===== src/rtl/ser_pkg.sv =====
// Shared types and defaults for the serial bit source.
package ser_pkg;
  typedef enum logic {S_IDLE, S_SHIFT} ser_state_t;
  localparam int SER_WIDTH_DEF = 8;
endpackage


===== src/rtl/word_hold_reg.sv =====
// One-entry word buffer; a write on the same edge as a read keeps it full.
module word_hold_reg #(
  parameter int WIDTH = 8
) (
  input  logic             clk,
  input  logic             rst,
  input  logic             wr_en,
  input  logic [WIDTH-1:0] wr_data,
  input  logic             rd_en,
  output logic [WIDTH-1:0] rd_data,
  output logic             full
);
  always_ff @(posedge clk or posedge rst) begin
    if (rst) begin
      rd_data <= '0;
      full    <= 1'b0;
    end else begin
      if (wr_en) rd_data <= wr_data;
      if (wr_en)      full <= 1'b1;
      else if (rd_en) full <= 1'b0;
    end
  end
endmodule


===== src/rtl/serial_bit_source.sv =====
// Parallel-to-serial stage: buffers one word and shifts words out gaplessly
// on a registered serial line.
module serial_bit_source
  import ser_pkg::*;
#(
  parameter int   WIDTH     = SER_WIDTH_DEF,
  parameter bit   MSB_FIRST = 1'b1,
  parameter logic IDLE_BIT  = 1'b0
) (
  input  logic             clk,
  input  logic             rst,
  input  logic [WIDTH-1:0] in_data,
  input  logic             in_valid,
  output logic             in_ready,
  output logic             ser_out,
  output logic             ser_valid,
  output logic             frame_last,
  output logic             busy
);
  localparam int CW = (WIDTH > 1) ? $clog2(WIDTH) : 1;

  ser_state_t       state, state_d;
  logic [CW-1:0]    cnt, cnt_d;
  logic [WIDTH-1:0] sh, sh_d;
  logic [WIDTH-1:0] hold_data;
  logic             hold_full, accept, load_now, last_bit;
  logic             ser_out_d, ser_valid_d, frame_last_d;

  assign last_bit = (state == S_SHIFT) && (cnt == CW'(WIDTH-1));
  assign load_now = hold_full && ((state == S_IDLE) || last_bit);
  assign in_ready = !hold_full || load_now;
  assign accept   = in_valid && in_ready;
  assign busy     = hold_full || (state == S_SHIFT) || ser_valid;

  word_hold_reg #(.WIDTH(WIDTH)) u_hold (
    .clk     (clk),
    .rst     (rst),
    .wr_en   (accept),
    .wr_data (in_data),
    .rd_en   (load_now),
    .rd_data (hold_data),
    .full    (hold_full)
  );

  always_comb begin
    state_d      = state;
    cnt_d        = cnt;
    sh_d         = sh;
    ser_out_d    = IDLE_BIT;
    ser_valid_d  = 1'b0;
    frame_last_d = 1'b0;
    if (state == S_SHIFT) begin
      ser_out_d    = MSB_FIRST ? sh[WIDTH-1] : sh[0];
      ser_valid_d  = 1'b1;
      frame_last_d = last_bit;
      sh_d         = MSB_FIRST ? {sh[WIDTH-2:0], 1'b0} : {1'b0, sh[WIDTH-1:1]};
      // Clear rather than increment on the last bit so cnt never passes WIDTH-1.
      cnt_d        = last_bit ? '0 : cnt + CW'(1);
      if (last_bit) state_d = S_IDLE;
    end
    if (load_now) begin
      sh_d    = hold_data;
      cnt_d   = '0;
      state_d = S_SHIFT;
    end
  end

  always_ff @(posedge clk or posedge rst) begin
    if (rst) begin
      state      <= S_IDLE;
      cnt        <= '0;
      sh         <= '0;
      ser_out    <= IDLE_BIT;
      ser_valid  <= 1'b0;
      frame_last <= 1'b0;
    end else begin
      state      <= state_d;
      cnt        <= cnt_d;
      sh         <= sh_d;
      ser_out    <= ser_out_d;
      ser_valid  <= ser_valid_d;
      frame_last <= frame_last_d;
    end
  end
endmodule

===== config.mk =====
export PLATFORM = sky130hd
export DESIGN_NAME = serial_bit_source
export DESIGN_NICKNAME = d
export VERILOG_FILES = /design/src/rtl/ser_pkg.sv /design/src/rtl/word_hold_reg.sv /design/src/rtl/serial_bit_source.sv
export SDC_FILE = /design/constraint.sdc
export NUM_CORES = 1
export LEC_CHECK = 0
export ABC_AREA = 0
export ABC_CLOCK_PERIOD_IN_PS = 2000
export BUFFER_PORTS_ARGS = -buffer_cell sky130_fd_sc_hd__buf_4
export CAP_MARGIN = 25
export CORE_MARGIN = 4
export CORE_UTILIZATION = 35
export CTS_CLUSTER_SIZE = 10
export DETAILED_ROUTE_END_ITERATION = 10
export MAX_ROUTING_LAYER = met4
export SYNTH_ARGS = -nofsm -noshare
export SYNTH_HDL_FRONTEND = slang
export SYNTH_SLANG_ARGS = --single-unit

===== constraint.sdc =====
create_clock -name clk -period 2 [get_ports clk]
set_clock_uncertainty 0.05 [all_clocks]
set_input_delay 0.1 -clock clk [delete_from_list [all_inputs] [get_ports clk]]
set_output_delay 0.1 -clock clk [all_outputs]
set_load 0.005 [all_outputs]

==> results.py, run 1 <==
metrics = {
    "synthesis": {
        "yosys.area_share.xor_xnor_pct": 0,
        "synth_area_mm2": 0.001115,
        "synth-main-ff-cell": "dfrtp_1",
        "yosys.area_share.simple_pct": 13.69,
        "yosysTopAreaCell": "dfrtp_1",
        "ys_seq_area_share_pct": 53.87,
        "yosysTopAreaCellShare_pct": 53.87,
        "synthAdderAreaFrac_pct": 2.245,
        "synth_cells": 83,
        "synth_compound_area_share_pct": 12.79,
        "async_reset_ff_share_pct": 100.0,
        "synth-edff-count": 0,
        "synth.area.mux_share_pct": 11.67,
        "ys_seq_elements": 24,
        "synth.most_common_cell": "dfrtp_1",
        "synth_top_family_by_area": "simple AND/OR/NAND/NOR gates",
        "synth_common_cells": "dfrtp_1 (24), mux2_4 (8), o21ai_0 (5)",
        "ys_top_cells_by_area": "dfrtp_1 (54%), mux2_4 (11%), buf_6 (4.0%)",
        "yosys_warnings": 0,
        "synthDistinctLibCells": 26,
        "synth.avg_cell_area_um2": 13.43,
        "synth_nets": 96,
    },
    "place": {
        "place_ws_ns": 0.3321,
        "place_inst": 140,
        "gp_congestion": 0.7018,
        "hpwl_um": 1345,
        "portBuffers": 15,
    },
    "global_route": {
        "overflow": 0,
        "grt_start_max_net_pins": 25,
        "grt_first_pass_wirelength_um": 3484,
        "antenna_found_initial": 0,
        "grt_pass1_vias": 753,
        "grt.total_usage_pct": 11.11,
    },
    "power": {
        "finalPower_mw": 1.631,
        "power_density_mw_per_mm2": 1175,
        "ir_drop_mv": 0.4096,
        "leakagePower_nw": 0.6466,
    },
    "setup_path": {
        "r2r-start": "cnt[0]",
        "critical_path.startpoint": "cnt[0]",
        "rr_worst_depth": 5,
        "start_kind": "flip-flop",
        "r2r_end": "u_hold.rd_data[2]",
        "cp-end-kind": "flip-flop",
        "critPathKind": "reg2reg",
        "r2r_slack_ns": 0.32,
        "required_ns": 2.16,
        "critPathMaxFanout": 8,
        "worstPathArrival_ns": 1.84,
    },
    "clocking": {
        "path_clk_slew_ns": 0.13,
        "worstSkewPairLatency_ns": 0.30,
        "h-tree-depth": 1,
        "cts_tree": "done",
        "cts_buffer_depth": 2,
        "cts_buffers": 3,
        "cts_sinks": 24,
        "root_buffer": "clkbuf_4",
        "postCtsSetupBuffers": 0,
        "post_cts_resized": 0,
    },
    "timing": {
        "slew_violations": 0,
        "period_share_pct": 84.02,
        "finalSetupViolCount": 0,
        "finalSetupTns_ns": 0,
        "worstMarginPinSlew_ns": 0.3914,
        "fin_crit_ns": 1.680,
        "fin_ws_ns": 0.3197,
        "rsz0062_at_grt": "false",
        "slew_headroom_pct": 73.91,
        "hold_viol": 0,
        "max_clock_freq_mhz": 595.1,
    },
    "worst_hold_path": {
        "min_path_type": "in2async",
    },
    "die": {
        "core_mm2": 0.003053,
        "fp.dieArea_mm2": 0.004152,
        "io_pins": 16,
        "fp.dieH_um": 64.44,
        "die_w_um": 64.44,
        "initial_core_util_pct": 36.52,
        "rows": 20,
    },
    "finish": {
        "antenna_cells": 0,
        "fin_cells": 154,
        "layout-drive-gt1-share_pct": 35.45,
        "syn_to_final_growth_pct": 24.58,
        "nets": 124,
    },
    "status": {
        "outcome": "finished, final reports clean",
    },
    "drt": {
        "viasPerCell": 4.623,
        "wl_per_cell_um": 12.51,
        "drtIter0Drc": 60,
        "firstDrtPassIters": 4,
        "drt-total-wl_um": 1926,
        "drc": 0,
        "ant_nets": 0,
        "num_vias": 712,
    },
    "flow_run": {
        "maxCapViolCount": 0,
    },
}
==> flip-flops by register name (all words and copies together) (netlist names) <==
register        count
u_hold.rd_data      8
sh                  8
u_hold.full         1
frame_last          1
state               1
cnt                 3
ser_valid           1
ser_out             1
==> cells in the final DEF, fill, tap and decap left out <==
cell / instances
o221a_2: 4
nor2b_1: 4
nand2_2: 1
nand3b_4: 1
nor2_1: 2
dlygate4sd3_1: 10
buf_4: 18
a211o_1: 4
clkbuf_4: 3
or3_1: 1
mux2_4: 8
nand2b_1: 3
nand2_1: 3
inv_1: 3
a32oi_1: 2
dfrtp_1: 24
and2b_1: 1
nor3_1: 2
mux2i_1: 1
clkbuf_8: 1
and2_1: 2
nand2_4: 1
a21bo_2: 1
nand2b_2: 1
o21ai_0: 5
a32o_1: 1
nor3b_1: 1
ha_1: 2
==> final cells by class <==
class | count | area (um^2)
fill | 303 | 1664
tap | 44 | 55.05
multi-input combinational | 51 | 450.4
timing repair buffer | 28 | 235.2
sequential | 24 | 600.6
inverter | 3 | 11.26
clock buffer | 4 | 36.28
==> what timing repair did <==
action / CTS / global route
hold buffers: 10 / 0
endpoints found under the setup margin: 0 / 0
hold endpoints to repair: 33 / 0
==> critical path: stages, from the launching register on <==
cell and delay, ns:
dfrtp_1 0.42, ha_1 0.20, ha_1 0.22, nand3b_4 0.19
nand2_4 0.19, mux2_4 0.32
==> power breakdown <==
group / switching (mW) / internal (mW)
combinational: 0.205 / 0.365
sequential: 0.125 / 0.687
clock: 0.138 / 0.111
==> cells by family after synthesis <==
logic type	after synthesis
adders and majority gates	2
AOI/OAI and AO/OA	17
muxes	9
buffers and inverters	8
and+or+nand+nor	23
DFF	24
==> layer usage <==
layer,part of all wire (%),track usage [%]
met5,0,-
met4,1.5,4.749
met2,47,17.27
met3,4.6,1.733
met1,46,14.46
==> how the worst max path moves through the flow <==
stage	end	slack (ns)	cells after the start
floorplan	u_hold.rd_data[0]	0.42	5
global placement	u_hold.rd_data[7]	0.36	5
detailed placement	u_hold.rd_data[2]	0.33	5
CTS	u_hold.rd_data[2]	0.31	5
global route	sh[1]	0.23	5
finish	u_hold.rd_data[2]	0.32	5
==> per-stage QoR <==
stage | hold WS, ns | cell area (um^2) | util [%]
2_1_floorplan | 0.06462 | 1115 | -
3_3_place_gp | 0.1116 | 1252 | 41.02
3_5_place_dp | 0.1206 | 1252 | 41.02
4_1_cts | 0.3348 | 1389 | 45.49
5_1_grt | 0.3935 | 1389 | 45.49
6_report | 0.3331 | 1389 | 45.49
Power figures use the tool's default switching activity.
==> inputs of run 2 (changes only) <==
- ABC_AREA: 0 -> 1
- ABC_CLOCK_PERIOD_IN_PS: 2000 -> 1400
- clock period: 2 -> 1.4 ns (I/O delays scaled with it)
==> results.py, run 2 <==
metrics = {
    "clocking": {
        "h-tree-depth": 1,
        "cts_tree": "done",
        "root_buffer": "clkbuf_4",
        "path_clk_slew_ns": 0.13,
        "cts_buffer_depth": 2,
        "cts_sinks": 24,
        "worstSkewPairLatency_ns": 0.31,
        "cts_buffers": 3,
    },
    "setup_path": {
        "cp_slowest_stage_delay_ns": 0.41,
        "crit_cells": 6,
        "cp-end-kind": "output pin",
        "slowest_stage": "dfrtp_1",
        "critPathKind": "reg2out",
        "rr_worst_depth": 9,
        "worstPathArrival_ns": 1.46,
        "cp_cell_sequence": "ha_2, ha_4, inv_4, nand3_4, buf_6, buf_6",
        "critPathBufInv": 3,
        "critPathMaxFanout": 3,
        "required_ns": 1.28,
        "crit_end": "in_ready",
        "r2r_end": "u_hold.rd_data[1]",
        "path_delay_family": "flip-flops",
        "cp_common_cell": "buf_6",
        "critical_path.startpoint": "cnt[1]",
        "r2r_slack_ns": -0.15,
        "r2r-start": "cnt[1]",
        "start_kind": "flip-flop",
    },
    "drt": {
        "wl_per_cell_um": 11.74,
        "drt-total-wl_um": 2266,
        "viasPerCell": 4.762,
        "ant_nets": 0,
        "num_vias": 919,
        "drc": 0,
        "drtIter0Drc": 56,
        "firstDrtPassIters": 4,
    },
    "global_route": {
        "antenna_found_initial": 0,
        "grt_start_max_net_pins": 25,
        "overflow": 0,
        "grt_first_pass_wirelength_um": 3712,
        "grt_pass1_vias": 860,
        "grt.total_usage_pct": 11.99,
    },
    "status": {
        "outcome": "complete, but fails checks",
        "violations": "negative setup slack",
    },
    "timing": {
        "fin_crit_ns": 1.577,
        "rsz0062_at_grt": "true",
        "period_share_pct": 112.6,
        "worstMarginPinSlew_ns": 0.3067,
        "max_clock_freq_mhz": 634.3,
        "slew_headroom_pct": 79.55,
        "slew_violations": 0,
        "finalSetupViolCount": 10,
        "hold_viol": 0,
        "fin_ws_ns": -0.1765,
    },
    "finish": {
        "nets": 176,
        "layout_commonest_cell": "nand2_1",
        "top_regs": "sh: 8 flops, u_hold.rd_data: 8 flops, cnt: 3 flops",
        "syn_to_final_growth_pct": 42.84,
        "final_cell_mix": "nand2_1 (42), buf_4 (25), dfrtp_1 (22)",
        "fin_cells": 193,
        "antenna_cells": 0,
        "layout-drive-gt1-share_pct": 33.33,
    },
    "synthesis": {
        "synth_common_cells": "nand2_1 (43), nand3_1 (25), dfrtp_1 (24)",
        "synth_nets": 138,
        "synth_top_family_by_area": "simple AND/OR/NAND/NOR gates",
        "yosys.area_share.simple_pct": 32.48,
        "synth_area_mm2": 0.001075,
        "ys_top_cells_by_area": "dfrtp_1 (56%), nand2_1 (15%), nand3_1 (12%)",
        "async_reset_ff_share_pct": 100.0,
        "synth-main-ff-cell": "dfrtp_1",
        "synth_compound_area_share_pct": 0.4657,
        "yosys.area_share.xor_xnor_pct": 0,
        "synthAdderAreaFrac_pct": 2.328,
        "synth.area.mux_share_pct": 0,
        "synth.avg_cell_area_um2": 8.598,
        "yosys_warnings": 0,
        "yosysTopAreaCellShare_pct": 55.88,
        "synth_cells": 125,
        "synth-edff-count": 0,
        "synth.most_common_cell": "nand2_1",
        "ys_seq_area_share_pct": 55.88,
        "ys_seq_elements": 24,
        "yosysTopAreaCell": "dfrtp_1",
        "synthDistinctLibCells": 16,
    },
    "die": {
        "fp.dieArea_mm2": 0.004021,
        "initial_core_util_pct": 37.68,
        "die_w_um": 63.42,
        "fp.dieH_um": 63.42,
        "io_pins": 16,
        "rows": 19,
        "core_mm2": 0.002853,
    },
    "flow_run": {
        "maxCapViolCount": 0,
    },
    "power": {
        "finalPower_mw": 2.782,
        "power_density_mw_per_mm2": 1812,
        "leakagePower_nw": 0.7909,
        "ir_drop_mv": 1.124,
    },
    "worst_hold_path": {
        "hold_start": "in_valid",
        "min_path_type": "in2reg",
    },
    "place": {
        "hpwl_um": 1416,
        "gp_congestion": 0.7806,
        "portBuffers": 15,
        "place_inst": 170,
    },
}
## run 2: cell count changes after synthesis, moves of 3 or more
cell,before,now
nor2_1,2,6
o21ai_0,5,0
mux2_4,8,0
o221a_2,4,0
nand2b_1,3,0
nand2_1,3,43
inv_1,3,12
nand3_1,0,25
nor2b_1,4,0
a211o_1,4,0
## run 2: worst min path at each step
stage,slack [ns],end,cells after the start
2_1_floorplan,0.03,cnt[0],1
3_3_place_gp,0.09,u_hold.rd_data[0],3
3_5_place_dp,0.1,u_hold.rd_data[0],3
4_1_cts,0.004,u_hold.rd_data[7],3
5_1_grt,0.02,u_hold.rd_data[7],3
6_report,0.03,u_hold.rd_data[5],3
## run 2: final cells by class
cell class	count	area, um^2
Fill cell	270	1318
Sequential cell	24	603.1
Multi-Input combinational cell	83	470.5
Timing Repair Buffer	38	335.3
Inverter	13	51.30
Tap cell	31	38.79
Clock buffer	4	36.28
## run 2: through the flow
stage	util [%]	setup WS (ns)	hold WS, ns	cell area, um^2	setup TNS, ns
3_3_place_gp	43.11	-0.1102	0.09006	1230	-1.264
2_1_floorplan	-	0.03328	0.03462	1075	0
5_1_grt	53.82	-0.2344	0.01586	1535	-2.440
3_5_place_dp	43.11	-0.1562	0.09520	1230	-1.994
6_report	53.82	-0.1765	0.02856	1535	-1.389
4_1_cts	49.78	-0.1987	0.003670	1420	-1.782
## run 2: kinds of logic (layout without fill, tap and decap cells)
| logic type | count (synthesis) | after routing |
|---|---|---|
| buffers and inverters | 19 | 55 |
| adder cells (fa/ha/maj) | 2 | 2 |
| AO/OA/AOI/OAI | 1 | 1 |
| AND/OR/NAND/NOR | 79 | 80 |
| flip-flops | 24 | 24 |
## run 2: routing by layer
metal / track usage [%] / part of all wire (%)
met3: 2.131 / 4.4
met2: 18.51 / 48
met1: 15.25 / 46
met5: - / 0
met4: 5.660 / 1.6
## run 2: what timing repair did
item / CTS / global route
hold buffers: 9 / 0
endpoints found under the setup margin: 21 / 21
pin swaps: 2 / 9
resized for setup: 9 / 16
setup buffers: 4 / 5
hold endpoints to repair: 32 / 0
gates cloned: 0 / 1
## run 2: power breakdown
group | switching, mW | internal [mW] | total (mW) | leakage, nW
registers | 0.179 | 0.971 | 1.15 | 0.298
logic | 0.640 | 0.632 | 1.27 | 0.472
clock network | 0.201 | 0.159 | 0.360 | 0.0210
## run 2: tightest hold or removal path, cell delays in order
cell     delay (ns)
buf_4          0.18
nand3_2        0.08
nand2_1        0.04
==> inputs of run 3 (changes only) <==
- SYNTH_HIERARCHICAL: default -> 1
==> results.py, run 3 <==
metrics = {
    "status": {
        "outcome": "complete, but fails checks",
        "violations": "negative setup slack",
    },
    "drt": {
        "viasPerCell": 4.275,
        "wl_met3_um": 62,
        "met1Wirelength_um": 966,
        "drtIter0Drc": 31,
        "drc": 0,
        "ant_nets": 0,
        "routed.top_layer": "met3",
        "wl_per_cell_um": 9.913,
        "num_vias": 885,
        "firstDrtPassIters": 4,
        "wl_met2_um": 1022,
        "drt-total-wl_um": 2052,
    },
    "finish": {
        "syn_to_final_growth_pct": 32.32,
        "regArea_um2": 603.1,
        "multi_input_area_um2": 414.1,
        "top_regs": "sh: 8 flops, u_hold/rd_data: 8 flops, cnt: 3 flops",
        "final_util_pct": 48.32,
        "final_cell_mix": "nand2_1 (50), dfrtp_1 (22), buf_4 (21)",
        "layout-drive-gt1-share_pct": 26.99,
        "nets": 177,
        "fin_cells": 207,
        "fill_cells": 315,
        "layout_commonest_cell": "nand2_1",
        "antenna_cells": 0,
    },
    "synthesis": {
        "ys_seq_area_share_pct": 53.87,
        "synth_common_cells": "nand2_1 (50), dfrtp_1 (24), nand3_1 (16)",
        "synth.avg_cell_area_um2": 8.642,
        "ys_top_cells_by_area": "dfrtp_1 (54%), nand2_1 (17%), nand3_1 (7.2%)",
        "yosysTopAreaCellShare_pct": 53.87,
        "synth.most_common_cell": "nand2_1",
        "yosysTopAreaCell": "dfrtp_1",
        "synth_cells": 129,
        "synth_nets": 142,
        "synth-edff-count": 0,
        "synth-main-ff-cell": "dfrtp_1",
        "ys_seq_elements": 24,
        "synthDistinctLibCells": 15,
        "synth_area_mm2": 0.001115,
        "async_reset_ff_share_pct": 100.0,
        "yosys_warnings": 6,
    },
    "timing": {
        "worstMarginPinSlew_ns": 0.6036,
        "slew_violations": 0,
        "fin_ws_ns": -0.1388,
        "hold_viol": 0,
        "hold_ws_ns": 0.1257,
        "slew_headroom_pct": 59.72,
        "max_clock_freq_mhz": 649.8,
        "finalSetupViolCount": 6,
        "fin_crit_ns": 1.539,
        "rsz0062_at_grt": "true",
        "period_share_pct": 109.9,
    },
    "global_route": {
        "grt_pass1_vias": 829,
        "grt_first_pass_wirelength_um": 3574,
        "grt.total_usage_pct": 11.12,
        "antenna_found_initial": 0,
        "grt_start_max_net_pins": 19,
        "overflow": 0,
    },
    "setup_path": {
        "start_kind": "flip-flop",
        "critPathMaxFanout": 3,
        "critPathKind": "reg2out",
        "worstPathArrival_ns": 1.42,
        "critical_path.startpoint": "cnt[0]",
        "required_ns": 1.28,
        "r2r-start": "cnt[0]",
        "cp-end-kind": "output pin",
    },
    "die": {
        "fp.dieArea_mm2": 0.004152,
        "die_w_um": 64.44,
        "initial_core_util_pct": 36.52,
        "core_mm2": 0.003053,
        "io_pins": 16,
        "rows": 20,
        "fp.dieH_um": 64.44,
    },
    "clocking": {
        "worstSkewPairLatency_ns": 0.30,
        "cts_buffer_depth": 2,
        "root_buffer": "clkbuf_4",
        "cts_buffers": 3,
        "path_clk_slew_ns": 0.12,
        "cts_tree": "done",
        "h-tree-depth": 1,
        "cts_sinks": 24,
    },
    "power": {
        "power_density_mw_per_mm2": 1731,
        "ir_drop_mv": 0.9743,
        "leakagePower_nw": 0.7751,
        "finalPower_mw": 2.554,
    },
    "worst_hold_path": {
        "min_path_type": "in2reg",
        "hold_start": "in_valid",
    },
    "place": {
        "hpwl_um": 1514,
        "portBuffers": 15,
        "place_inst": 188,
        "gp_congestion": 0.8400,
    },
    "flow_run": {
        "maxCapViolCount": 0,
    },
}
run 3: cell count changes after synthesis, moves of 2 or more:
cell,change
nand3_1,-9
inv_1,+3
nand2_1,+7
buf_4,-2
buf_6,+2
run 3: final cells by class:
cell class                 instances  share of cell area, %
sequential                        24                  40.88
multi-input combinational         83                  28.07
timing repair buffer              33                  19.08
inverter                          18                  5.259
tap                               44                  3.732
clock buffer                       4                  2.460
timing repair inverter             1                 0.5089
run 3: kinds of logic (layout without fill, tap and decap cells):
| logic type | after synthesis | count (layout) | synth area share [%] |
|---|---|---|---|
| buffers and inverters | 22 | 56 | 10.33 |
| AOI/OAI and AO/OA | 1 | 1 | 0.4485 |
| and+or+nand+nor | 80 | 80 | 33.11 |
| DFF | 24 | 24 | 53.87 |
| adders and majority gates | 2 | 2 | 2.244 |
run 3: routing by layer:
layer	up-vias	track usage, %
met5	-	-
li1	461	-
met2	13	18.69
met1	411	14.30
met3	0	1.733
met4	0	2.375
run 3: what timing repair did:
action,CTS,global route
endpoints found under the setup margin,20,21
cloned,0,1
hold buffers,9,0
resized for setup,8,3
buffers inserted,4,1
hold endpoints to repair,32,0
pin swaps,2,2
run 3: critical path, cell delays in order, from the launching register on:
cell and delay, ns:
dfrtp_1 0.41, ha_2 0.20, ha_4 0.16, inv_4 0.06, nand3_2 0.07, buf_6 0.12, buf_6 0.10
run 3: where the power goes:
part           internal (mW)  switching [mW]  total (mW)
Sequential             0.967           0.184        1.15
Clock                  0.158           0.187       0.346
Combinational          0.505           0.552        1.06
run 3: path summary, 6_finish.rpt:
| path | slack, ns | endpoint | cells past startpoint |
|---|---|---|---|
| worst max-delay path | -0.14 | in_ready | 6 |
| worst min-delay path | 0.13 | u_hold/rd_data[6] | 5 |
| worst max register to register | -0.03 | u_hold/full | 9 |
| worst min register to register | 0.44 | ser_out | 2 |
| max in group asynchronous | 0.54 | state | 3 |
| min in group asynchronous | 0.22 | u_hold/rd_data[6] | 3 |
run 3: stage by stage:
stage	TNS, ns	instance area [um^2]	setup WS [ns]
2_1_floorplan	0	1120	0.02284
3_3_place_gp	-0.1213	1272	-0.02782
3_5_place_dp	-0.5638	1272	-0.07669
4_1_cts	-0.2099	1454	-0.1598
5_1_grt	-1.675	1475	-0.1986
6_report	-0.2046	1475	-0.1388
